--- src/rtl/mlp_cmd_sched_pkg.sv ---
// Shared types for the mlp_fsm command scheduler.
//   op_e     : host command opcode (INIT weights / RUN inference)
//   err_e    : per-command completion status reported on done_err_o
//   cmd_t    : queued command (opcode + host tag)
//   St*      : scheduler FSM state encodings
package mlp_cmd_sched_pkg;

    typedef enum logic {
        OpInit = 1'b0,
        OpRun  = 1'b1
    } op_e;

    typedef enum logic [1:0] {
        ErrOk           = 2'd0,
        ErrNoWeights    = 2'd1,
        ErrTimeout      = 2'd2,
        ErrBeatMismatch = 2'd3
    } err_e;

    typedef struct packed {
        op_e        op;
        logic [3:0] tag;
    } cmd_t;

    localparam logic [2:0] StIdle     = 3'd0;
    localparam logic [2:0] StIssue    = 3'd1;
    localparam logic [2:0] StWaitInit = 3'd2;
    localparam logic [2:0] StWaitRun  = 3'd3;
    localparam logic [2:0] StDone     = 3'd4;

    localparam int BeatW = 9;

    // Beat counter increment that sticks at all-ones instead of wrapping.
    function automatic logic [BeatW-1:0] sat_inc(input logic [BeatW-1:0] v);
        return (&v) ? v : v + BeatW'(1);
    endfunction

endpackage

--- src/rtl/mlp_cmd_fifo.sv ---
// Synchronous command FIFO, Depth entries of cmd_t.
//   clk_i, rst_ni   : clock, asynchronous active-low reset
//   push_i, data_i  : write strobe and command (caller guarantees !full_o)
//   pop_i, data_o   : read strobe and head command (caller guarantees !empty_o)
//   full_o, empty_o : occupancy flags
module mlp_cmd_fifo
    import mlp_cmd_sched_pkg::*;
#(
    parameter int Depth = 4
) (
    input  logic clk_i,
    input  logic rst_ni,
    input  logic push_i,
    input  cmd_t data_i,
    input  logic pop_i,
    output cmd_t data_o,
    output logic full_o,
    output logic empty_o
);

    localparam int AW = $clog2(Depth);

    cmd_t           mem [Depth];
    // One extra pointer bit distinguishes full from empty when the indices match.
    logic [AW:0]    wptr, rptr;

    always_ff @(posedge clk_i or negedge rst_ni) begin
        if (!rst_ni) begin
            wptr <= '0;
            rptr <= '0;
        end else begin
            if (push_i) wptr <= wptr + (AW+1)'(1);
            if (pop_i)  rptr <= rptr + (AW+1)'(1);
        end
    end

    always_ff @(posedge clk_i) begin
        if (push_i) mem[wptr[AW-1:0]] <= data_i;
    end

    assign data_o  = mem[rptr[AW-1:0]];
    assign empty_o = (wptr == rptr);
    assign full_o  = (wptr[AW] != rptr[AW]) && (wptr[AW-1:0] == rptr[AW-1:0]);

endmodule

--- src/rtl/mlp_cmd_sched.sv ---
// Command scheduler in front of mlp_fsm. Queues host INIT/RUN commands, issues
// them one at a time over the init/start handshakes, tracks completion, result
// beats and weights-loaded state, and reports per-command status.
//   clk_i, rst_ni                 : clock, asynchronous active-low reset
//   cmd_valid_i/ready_o/op_i/tag_i: host command push interface
//   init_valid_o / init_ready_i   : INIT handshake to mlp_fsm
//   start_valid_o / start_ready_i : RUN handshake to mlp_fsm
//   result_valid_i                : result beats from mlp_fsm
//   busy_o, weights_ok_o, fault_o : status
//   done_o, done_tag_o, done_err_o: one-cycle completion report
module mlp_cmd_sched
    import mlp_cmd_sched_pkg::*;
#(
    parameter int QDepth        = 4,
    parameter int ResultBeats   = 256,
    parameter int TimeoutCycles = 200000
) (
    input  logic       clk_i,
    input  logic       rst_ni,
    input  logic       cmd_valid_i,
    output logic       cmd_ready_o,
    input  logic       cmd_op_i,
    input  logic [3:0] cmd_tag_i,
    output logic       init_valid_o,
    input  logic       init_ready_i,
    output logic       start_valid_o,
    input  logic       start_ready_i,
    input  logic       result_valid_i,
    output logic       busy_o,
    output logic       weights_ok_o,
    output logic       fault_o,
    output logic       done_o,
    output logic [3:0] done_tag_o,
    output logic [1:0] done_err_o
);

    localparam int              TW        = $clog2(TimeoutCycles + 1);
    localparam logic [TW-1:0]   TimerLast = TW'(TimeoutCycles - 1);
    localparam logic [BeatW-1:0] BeatsExp = BeatW'(ResultBeats);

    logic [2:0]       state;
    op_e              cur_op;
    logic [3:0]       cur_tag;
    err_e             cur_err;
    logic [TW-1:0]    timer;
    logic [BeatW-1:0] beats, beats_nxt;

    cmd_t head, wr_cmd;
    logic full, empty, push, pop;

    assign wr_cmd  = '{op: op_e'(cmd_op_i), tag: cmd_tag_i};
    // Gating on !full alone means a push is refused when full even if a pop
    // happens the same cycle.
    assign push    = cmd_valid_i && !full;
    assign pop     = (state == StIdle) && !fault_o && !empty;

    mlp_cmd_fifo #(.Depth(QDepth)) u_fifo (
        .clk_i   (clk_i),
        .rst_ni  (rst_ni),
        .push_i  (push),
        .data_i  (wr_cmd),
        .pop_i   (pop),
        .data_o  (head),
        .full_o  (full),
        .empty_o (empty)
    );

    assign beats_nxt = result_valid_i ? sat_inc(beats) : beats;

    always_ff @(posedge clk_i or negedge rst_ni) begin
        if (!rst_ni) begin
            state        <= StIdle;
            cur_op       <= OpInit;
            cur_tag      <= '0;
            cur_err      <= ErrOk;
            timer        <= '0;
            beats        <= '0;
            weights_ok_o <= 1'b0;
            fault_o      <= 1'b0;
        end else begin
            case (state)
                StIdle: begin
                    if (pop) begin
                        cur_op  <= head.op;
                        cur_tag <= head.tag;
                        if (head.op == OpRun && !weights_ok_o) begin
                            cur_err <= ErrNoWeights;
                            state   <= StDone;
                        end else begin
                            state   <= StIssue;
                        end
                    end
                end
                StIssue: begin
                    if ((cur_op == OpInit) ? init_ready_i : start_ready_i) begin
                        timer <= '0;
                        beats <= '0;
                        state <= (cur_op == OpInit) ? StWaitInit : StWaitRun;
                    end
                end
                // timer==0 marks the guard cycle: mlp_fsm's ready may still
                // reflect the pre-handshake idle state there, so it is ignored.
                StWaitInit: begin
                    if (timer == TimerLast) begin
                        cur_err <= ErrTimeout;
                        fault_o <= 1'b1;
                        state   <= StDone;
                    end else if (timer != '0 && init_ready_i) begin
                        cur_err      <= ErrOk;
                        weights_ok_o <= 1'b1;
                        state        <= StDone;
                    end else begin
                        timer <= timer + TW'(1);
                    end
                end
                StWaitRun: begin
                    beats <= beats_nxt;
                    if (timer == TimerLast) begin
                        cur_err <= ErrTimeout;
                        fault_o <= 1'b1;
                        state   <= StDone;
                    end else if (timer != '0 && start_ready_i) begin
                        // Include a beat arriving in the completion cycle itself.
                        cur_err <= (beats_nxt == BeatsExp) ? ErrOk : ErrBeatMismatch;
                        state   <= StDone;
                    end else begin
                        timer <= timer + TW'(1);
                    end
                end
                StDone:  state <= StIdle;
                default: state <= StIdle;
            endcase
        end
    end

    assign cmd_ready_o   = !full;
    assign init_valid_o  = (state == StIssue) && (cur_op == OpInit);
    assign start_valid_o = (state == StIssue) && (cur_op == OpRun);
    assign busy_o        = (state != StIdle) || !empty;
    assign done_o        = (state == StDone);
    assign done_tag_o    = done_o ? cur_tag : '0;
    assign done_err_o    = done_o ? cur_err : '0;

endmodule

--- config.mk ---
export PLATFORM = sky130hd
export DESIGN_NAME = mlp_cmd_sched
export DESIGN_NICKNAME = d
export VERILOG_FILES = /design/src/rtl/mlp_cmd_sched_pkg.sv /design/src/rtl/mlp_cmd_fifo.sv /design/src/rtl/mlp_cmd_sched.sv
export SDC_FILE = /design/constraint.sdc
export NUM_CORES = 1
export LEC_CHECK = 0
export ABC_CLOCK_PERIOD_IN_PS = 5400
export CAP_MARGIN = 20
export CORE_MARGIN = 5
export CORE_UTILIZATION = 26
export CTS_BUF_LIST = sky130_fd_sc_hd__clkbuf_8
export DETAILED_ROUTE_END_ITERATION = 7
export HOLD_SLACK_MARGIN = 0.02
export PLACE_DENSITY_LB_ADDON = 0.1
export SYNTH_ARGS = -nofsm -noshare
export SYNTH_HDL_FRONTEND = slang
export SYNTH_HIERARCHICAL = 1
export SYNTH_SLANG_ARGS = --single-unit
--- constraint.sdc ---
create_clock -name clk_i -period 5.4 [get_ports clk_i]
set_clock_uncertainty 0.05 [all_clocks]
set_input_delay 0.81 -clock clk_i [delete_from_list [all_inputs] [get_ports clk_i]]
set_output_delay 0.81 -clock clk_i [all_outputs]
set_load 0.05 [all_outputs]
Word level (Yosys, flattened, before mapping). Memories as Yosys holds them, arrays and structs flattened. Index checks and enable logic that the tools add are counted.

Register bits: 45. Bits of input ports: 11. Memories: 1. Memory bits (writable): 20. Output and inout bits: 13. Logic and storage cells: 96.

Add/sub/neg operators: 4. Eq/ne operators: 18. Reduce and logical (&&, ||, !) cells: 29. Bitwise gates (word level): 2. Multiplexer cells: 32.

Memory list: u_fifo.mem (words 4, bits a word 5, read ports 1, clocked after Yosys merged registers in 0, write ports 1, line mlp_cmd_fifo.sv:23) `cmd_t mem [Depth];`.

Operators with widths (count): 18-bit two-way mux (5); 18-bit case mux with 3 select lines (1); 9-bit two-way mux (3); 3-bit two-way mux (7); 18-bit by 1-bit adder with 18-bit output, second input constant (1); 18-bit == test, second input constant (1); 9-bit case mux with 2 select lines (1); 18-bit nonzero test (1); 2-bit two-way mux (8); 2-bit != test, second input constant (6); 3-bit case mux with 4 select lines (1); 9-bit by 1-bit adder with 9-bit output, second input constant (1); 9-bit == test, second input constant (1); 1-bit logical AND (9); 9-bit AND reduction (1); 3-bit nonzero test (3); 3-bit by 1-bit adder with 3-bit output, second input constant (2); 3-bit by 2-bit == test with 1-bit output, second input constant (2); 3-bit != test, second input constant (2); 2-bit case mux with 3 select lines (1); 2-bit AND reduction (3); 6-bit AND reduction (1); 5-bit AND reduction (1); 1-bit zero test (4); 15 further kinds (19).

Logic depth before layout (Yosys ltp). Gate-level depths: netlist (run 1).

Word-level depth: 8. Mapped depth: 9. Mapped depth without buffers: 7.

Hierarchy. Netlist (run 1), hierarchy kept.

Modules (own cells, without submodules): mlp_cmd_sched (area each 2397.3 sq um, cells each 282, times used 1); mlp_cmd_fifo (area each 1072.3 sq um, cells each 57, times used 1).

Worst setup path before layout (run 1). Ideal clock, no wire load.

Path type: register to output. From: reg state[0]. To: out done_err_o[0]. Path slack: 1.993 ns. Stages on the path, launching flop included: 4. Required time: 4.540 ns. Data arrival time: 2.547 ns. Path buffers: 1. Cell sequence: dfrtp_1 clkbuf_1 nor3b_1 and2_1.

Longest elaborated chain between the ends: 2.

Ends and longest elaborated chain: start, declared (line mlp_cmd_sched.sv:41) `logic [2:0] state;`; start signal, assigned (line mlp_cmd_sched.sv:72) `state <= StIdle;`; start signal, assigned (line mlp_cmd_sched.sv:88) `state <= StDone;`; start signal, assigned (line mlp_cmd_sched.sv:90) `state <= StIssue;`; 3-bit == test (line mlp_cmd_sched.sv:140) `assign done_o = (state == StDone);`; net done_o (line mlp_cmd_sched.sv:32) `output logic done_o,`; 2-bit two-way mux (line mlp_cmd_sched.sv:142) `assign done_err_o = done_o ? cur_err : '0;`; end, declared (line mlp_cmd_sched.sv:34) `output logic [1:0] done_err_o`.

The timed path passes the listed nets, and every way through them passes these cells.

Worst setup path in the final report (run 1).
From: reg state[0]. To: out done_tag_o[3].

Longest elaborated chain between the ends: 2.

Ends and longest elaborated chain: 3-bit == test (line mlp_cmd_sched.sv:140); 4-bit two-way mux (line mlp_cmd_sched.sv:141) `assign done_tag_o = done_o ? cur_tag : '0;`; end, declared (line mlp_cmd_sched.sv:33) `output logic [3:0] done_tag_o,`.

Every way passes these cells.

==> flow_summary.yaml, run 1 <==
route:
  ant_nets: 0
  via_count: 2640
  wl_per_cell_um: 15.3
  first_iter_violations: 129
  vias_per_cell: 4.92
  drc_errors: 0
  totalWireLength_um: 8200
  drt_first_pass_iters: 4
power_and_ir_drop:
  pwr_density_cell_nw_per_um2: 481
  combPwrFrac_pct: 39.6
  power_frac_clock_pct: 21.9
  p_seq_share_pct: 38.5
  p_sw_w: 0.000814
  p_int_w: 0.00113
  p_sw_share_pct: 41.8
  p_leak_nw: 1.55
  vdd_drop_max_v: 0.000213
synthesis:
  syn-cell-area_um2: 3470
  avgSynthCellArea_um2: 10.2
  syn_inst: 339
  ys_ff_latch: 65
  synth-seq-area-share_pct: 49.8
  synth_nets: 358
  ys_warn_count: 6
  synth_edf_count: 20
  ys_types: 61
  synth_area_leader_cell: "dfrtp_1"
  synth_top_area_share_pct: 32.5
  synth_flop_cell: "dfrtp_1"
  synth_area_leaders: "dfrtp_1 (32%), edfxtp_1 (17%), nand2_1 (4.3%)"
  synthArstFlopShare_pct: 69.2
clock_network:
  hold_buffers: 0
  clock-sinks: 65
  path_clk_slew_ns: 0.08
  clock_latency_ns: 0.34
  post_cts_buffers: 0
  cts_buffers: 9
  cts_htree_levels: 3
  clockBufferDepth: 2
  cts_tree: "built"
  root_buffer: "clkbuf_8"
  cts_resized: 0
global_route:
  grt_pass1_vias: 2694
  track_usage_pct: 11.1
  antenna_found_initial: 0
  grt_max_degree: 31
  grt-ovfl-total: 0
  grt_pass1_wl_um: 14000
final_layout:
  final_common_cell: "dfrtp_1"
  diodes: 0
  layout_common_cells: "dfrtp_1 (45), nand2_1 (40), nor2_1 (25)"
  area_delta_synth_final_pct: 16.7
  final_core_util_pct: 30.7
  layout.nets: 375
  drive_gt1_share_pct: 9.70
critical_path:
  worstSetupStartpointType: "register"
  endpoint_kind: "output pin"
  required_ns: 4.54
  crit_type: "register to output pin"
  arrival_ns: 2.49
  worst-path-max-fanout: 15
job:
  drv_cap: 0
timing:
  timing.fmax_mhz: 298
  relSlewSlack_pct: 34.4
  fin_crit_sh_pct: 62.1
  hold_viol_final: 0
  tns_ns: 0
  setup_viol: 0
  grt_setup_unrepaired: "false"
  slew_viol_final: 0
  period_needed_ns: 3.35
  fin_hold_ws_ns: 0.356
  worst_slew_pin_slew_ns: 0.982
floorplanning:
  die_h_um: 126
  die_x_um: 126
  die-area_um2: 15800
  start_util_pct: 26.3
  rows: 42
  io_pins: 24
  core-area_um2: 13200
place:
  port_buffers: 23
  routabilityCongestion: 0.760
  dp_hpwl_um: 5700
hold_path:
  hold_class: "primary input to asynchronous set/reset pin"
status:
  status: "completed"
-- sequential cells by signal, summed over array words and instances (netlist names) --
signal / flops
weights_ok_o: 1
cur_err: 2
u_fifo/mem: 20
state: 3
beats: 9
u_fifo/wptr: 3
u_fifo/rptr: 3
cur_op: 1
timer: 18
cur_tag: 4
fault_o: 1
-- power groups by stage --
stage | combinational, W | clock [W] | sequential (W)
4_1_cts | 0.000793 | 0.000448 | 0.000753
6_report | 0.000772 | 0.000427 | 0.000749
3_5_place_dp | 0.000790 | 0 | 0.000763
2_1_floorplan | 0.000623 | 0 | 0.000710
3_3_place_gp | 0.000786 | 0 | 0.000765
5_1_grt | 0.000872 | 0.000470 | 0.000771
-- metrics by stage --
stage               power, W  worst slack [ns]  cell area [µm²]  cells
CTS                  0.00199              1.90             4050    537
floorplan            0.00133              1.99             3470    339
detailed placement   0.00155              2.06             3850    521
global route         0.00211              1.80             4050    537
finish               0.00195              2.05             4050    537
global placement     0.00155              2.17             3830    520
-- path summary, 6_finish.rpt --
| check | start | endpoint | slack (ns) | cells after the start |
|---|---|---|---|---|
| worst min register to register | cur_tag[2]$_DFFE_PN0P_ | cur_tag[2]$_DFFE_PN0P_ | 0.42 | 2 |
| max in group asynchronous | rst_ni | u_fifo/rptr[1]$_DFFE_PN0P_ | 4.42 | 2 |
| worst max register to register | timer[12]$_DFFE_PN0P_ | beats[7]$_DFFE_PN0P_ | 2.16 | 6 |
| worst min-delay path | rst_ni | beats[5]$_DFFE_PN0P_ | 0.36 | 1 |
| worst max-delay path | state[0]$_DFFE_PN0P_ | done_tag_o[3] | 2.05 | 3 |
| min in group clk_i | cur_tag[2]$_DFFE_PN0P_ | cur_tag[2]$_DFFE_PN0P_ | 0.42 | 2 |
-- synthesized netlist by cell type (all sizes together), types with 2 or more instances --
| master | count |
|---|---|
| dfrtp | 45 |
| nand2 | 40 |
| o21ai | 32 |
| nor2 | 25 |
| edfxtp | 20 |
| and2 | 12 |
| inv | 12 |
| nand3 | 12 |
| a31oi | 10 |
| and3 | 10 |
| clkbuf | 10 |
| buf | 9 |
| nand4 | 9 |
| ha | 8 |
| o31ai | 8 |
| nor3 | 6 |
| mux4 | 5 |
| o41ai | 5 |
| xor2 | 5 |
| a21oi | 4 |
| nor2b | 4 |
| nor4 | 4 |
| mux2i | 3 |
| nand2b | 3 |
| nor3b | 3 |
| xnor2 | 3 |
| a21boi | 2 |
| a41o | 2 |
| and4 | 2 |
| nand4b | 2 |
| nor4b | 2 |
| o211ai | 2 |
| o21bai | 2 |
| o22a | 2 |
| or4 | 2 |
-- metal layers --
| metal | vias to the layer above | GRT usage [%] | share of wire, % |
|---|---|---|---|
| met5 | - | 0 | 0 |
| met4 | 0 | 3.25 | 1.3 |
| met3 | 9 | 3.20 | 4.2 |
| met2 | 39 | 17.4 | 47 |
| met1 | 1302 | 14.9 | 47 |
| li1 | 1290 | - | - |
-- worst max-delay path, cell delays in order, from the launching register on --
cell and delay [ns]:
dfrtp_1 0.55, nor3b_1 0.59, and2_1 0.23, clkdlybuf4s50_1 0.80
-- cells by family (layout without fill, tap and decap cells) --
kind of cell	after synthesis	count (layout)	share of synthesized area, %
multiplexers	9	9	4.44
AO/OA/AOI/OAI	80	80	15.7
flip-flops	65	65	49.8
buffers and inverters	31	53	4.04
adder cells (fa/ha/maj)	8	8	2.89
AND/OR/NAND/NOR	138	138	21.2
XOR/XNOR	8	8	2.02
-- area by class of cell --
| class | instances | area [µm²] |
|---|---|---|
| well taps | 176 | 220 |
| repair buffers | 25 | 253 |
| multi-input cells | 243 | 1600 |
| clock inverters | 7 | 78.8 |
| fillers | 1379 | 9140 |
| clock buffers | 9 | 124 |
| flip-flops and latches | 65 | 1730 |
| inverters | 12 | 45.0 |
Note: power is estimated with default switching activity, not from simulation.
==> inputs of run 2 (changes only) <==
- ABC_CLOCK_PERIOD_IN_PS: 5400 -> 3100
- clock period: 5.4 -> 3.1 ns (I/O delays scaled with it)
==> flow_summary.yaml, run 2 (synthesized netlist as in run 1, its figures left out) <==
status:
  status: "completed"
critical_path:
  required_ns: 2.58
  crit_type: "register to output pin"
  worstPathCellList: "nor3b_1 -> buf_4 -> and2_1 -> clkdlybuf4s50_1"
  worst-path-max-fanout: 9
  endpoint_kind: "output pin"
  crit_path_max_incr_delay_ns: 0.80
  slowest_stage: "clkdlybuf4s50_1"
  critPathBufInv: 2
  cp_top_family: "buffers and inverters"
  arrival_ns: 2.18
  worstSetupStartpointType: "register"
timing:
  grt_setup_unrepaired: "false"
  period_needed_ns: 2.70
  setup_viol: 0
  timing.fmax_mhz: 371
  fin_crit_sh_pct: 87.0
  worst_slew_pin_slew_ns: 0.632
  tns_ns: 0
  relSlewSlack_pct: 57.9
  slew_viol_final: 0
  hold_viol_final: 0
route:
  drc_errors: 0
  met3WireLength_um: 253
  via_count: 2606
  totalWireLength_um: 7880
  first_iter_violations: 187
  ant_nets: 0
  wl_per_cell_um: 14.5
  met2WireLength_um: 3760
  top_layer: "met4"
  vias_per_cell: 4.79
  wl_met1_um: 3750
  drt_first_pass_iters: 6
clock_network:
  clock-sinks: 65
  root_buffer: "clkbuf_8"
  cts_tree: "built"
  cts_resized: 0
  path_clk_slew_ns: 0.08
  clockBufferDepth: 2
  post_cts_buffers: 0
  cts_htree_levels: 3
  hold_buffers: 0
  cts_buffers: 9
  clock_latency_ns: 0.35
final_layout:
  area_delta_synth_final_pct: 18.1
  stdcell_count: 544
  layout.nets: 382
  layout_common_cells: "dfrtp_1 (45), nand2_1 (40), nor2_1 (25)"
  final_common_cell: "dfrtp_1"
  diodes: 0
  fillers: 1391
  final_area_um2: 4100
  drive_gt1_share_pct: 11.4
  largest_register_ffs: 20
place:
  routabilityCongestion: 0.780
  place_area_um2: 3890
  port_buffers: 23
  dp_cells: 528
  dp_hpwl_um: 5400
power_and_ir_drop:
  pwr_density_cell_nw_per_um2: 852
  p_leak_nw: 1.59
  vdd_drop_max_v: 0.000373
global_route:
  grt_max_degree: 46
  antenna_found_initial: 0
  grt-ovfl-total: 0
  track_usage_pct: 10.7
  grt_pass1_wl_um: 13400
  grt_pass1_vias: 2552
hold_path:
  hold_class: "primary input to asynchronous set/reset pin"
floorplanning:
  core-area_um2: 13200
  die_h_um: 126
  die_x_um: 126
  rows: 42
  io_pins: 24
  start_util_pct: 26.3
  die-area_um2: 15800
job:
  drv_cap: 0
==> run 2: per-stage QoR <==
step	setup WS [ns]	utilization [%]	power [W]	hold slack [ns]
6_report	0.404	31.1	0.00349	0.150
5_1_grt	0.207	31.1	0.00377	0.210
4_1_cts	0.367	31.1	0.00356	0.169
3_5_place_dp	0.520	29.5	0.00275	0.408
3_3_place_gp	0.549	29.5	0.00276	0.406
2_1_floorplan	0.0382	-	0.00232	0.119
==> run 2: area by class of cell <==
class | instances | area [µm²] | share of cell area (%)
multi-input combinational | 243 | 1600 | 39.1
timing repair buffer | 32 | 293 | 7.15
clock buffer | 9 | 124 | 3.02
inverter | 12 | 45.0 | 1.10
sequential | 65 | 1730 | 42.2
clock inverter | 7 | 85.1 | 2.08
tap | 176 | 220 | 5.38
==> run 2: per-layer routing <==
| metal | GRT usage [%] | vias up |
|---|---|---|
| met5 | 0 | - |
| met4 | 3.83 | 0 |
| met3 | 3.07 | 10 |
| met2 | 16.8 | 38 |
| met1 | 14.0 | 1247 |
| li1 | - | 1311 |
==> run 2: worst register-to-register path, delay by kind of cell, from the launching register on <==
family / cells / cell delay, ns
simple gates: 3 / 1.01
flops: 1 / 0.46
compound gates: 2 / 0.77
==> run 2: report_power, final <==
part / internal, W / switching (W) / total (W)
Sequential: 0.00109 / 0.000174 / 0.00126
Combinational: 0.000556 / 0.000883 / 0.00144
Clock: 0.000390 / 0.000397 / 0.000787
==> run 2: path summary, 6_finish.rpt <==
path,end,slack (ns),depth (start not counted),start
worst max-delay path,done_tag_o[1],0.40,4,state[2]$_DFFE_PN0P_
worst min-delay path,beats[7]$_DFFE_PN0P_,0.15,2,rst_ni
worst max register to register,timer[14]$_DFFE_PN0P_,0.68,5,timer[12]$_DFFE_PN0P_
worst min register to register,cur_tag[0]$_DFFE_PN0P_,0.42,2,cur_tag[0]$_DFFE_PN0P_
max in group asynchronous,u_fifo/rptr[1]$_DFFE_PN0P_,2.41,2,rst_ni
min in group clk_i,cur_tag[0]$_DFFE_PN0P_,0.42,2,cur_tag[0]$_DFFE_PN0P_
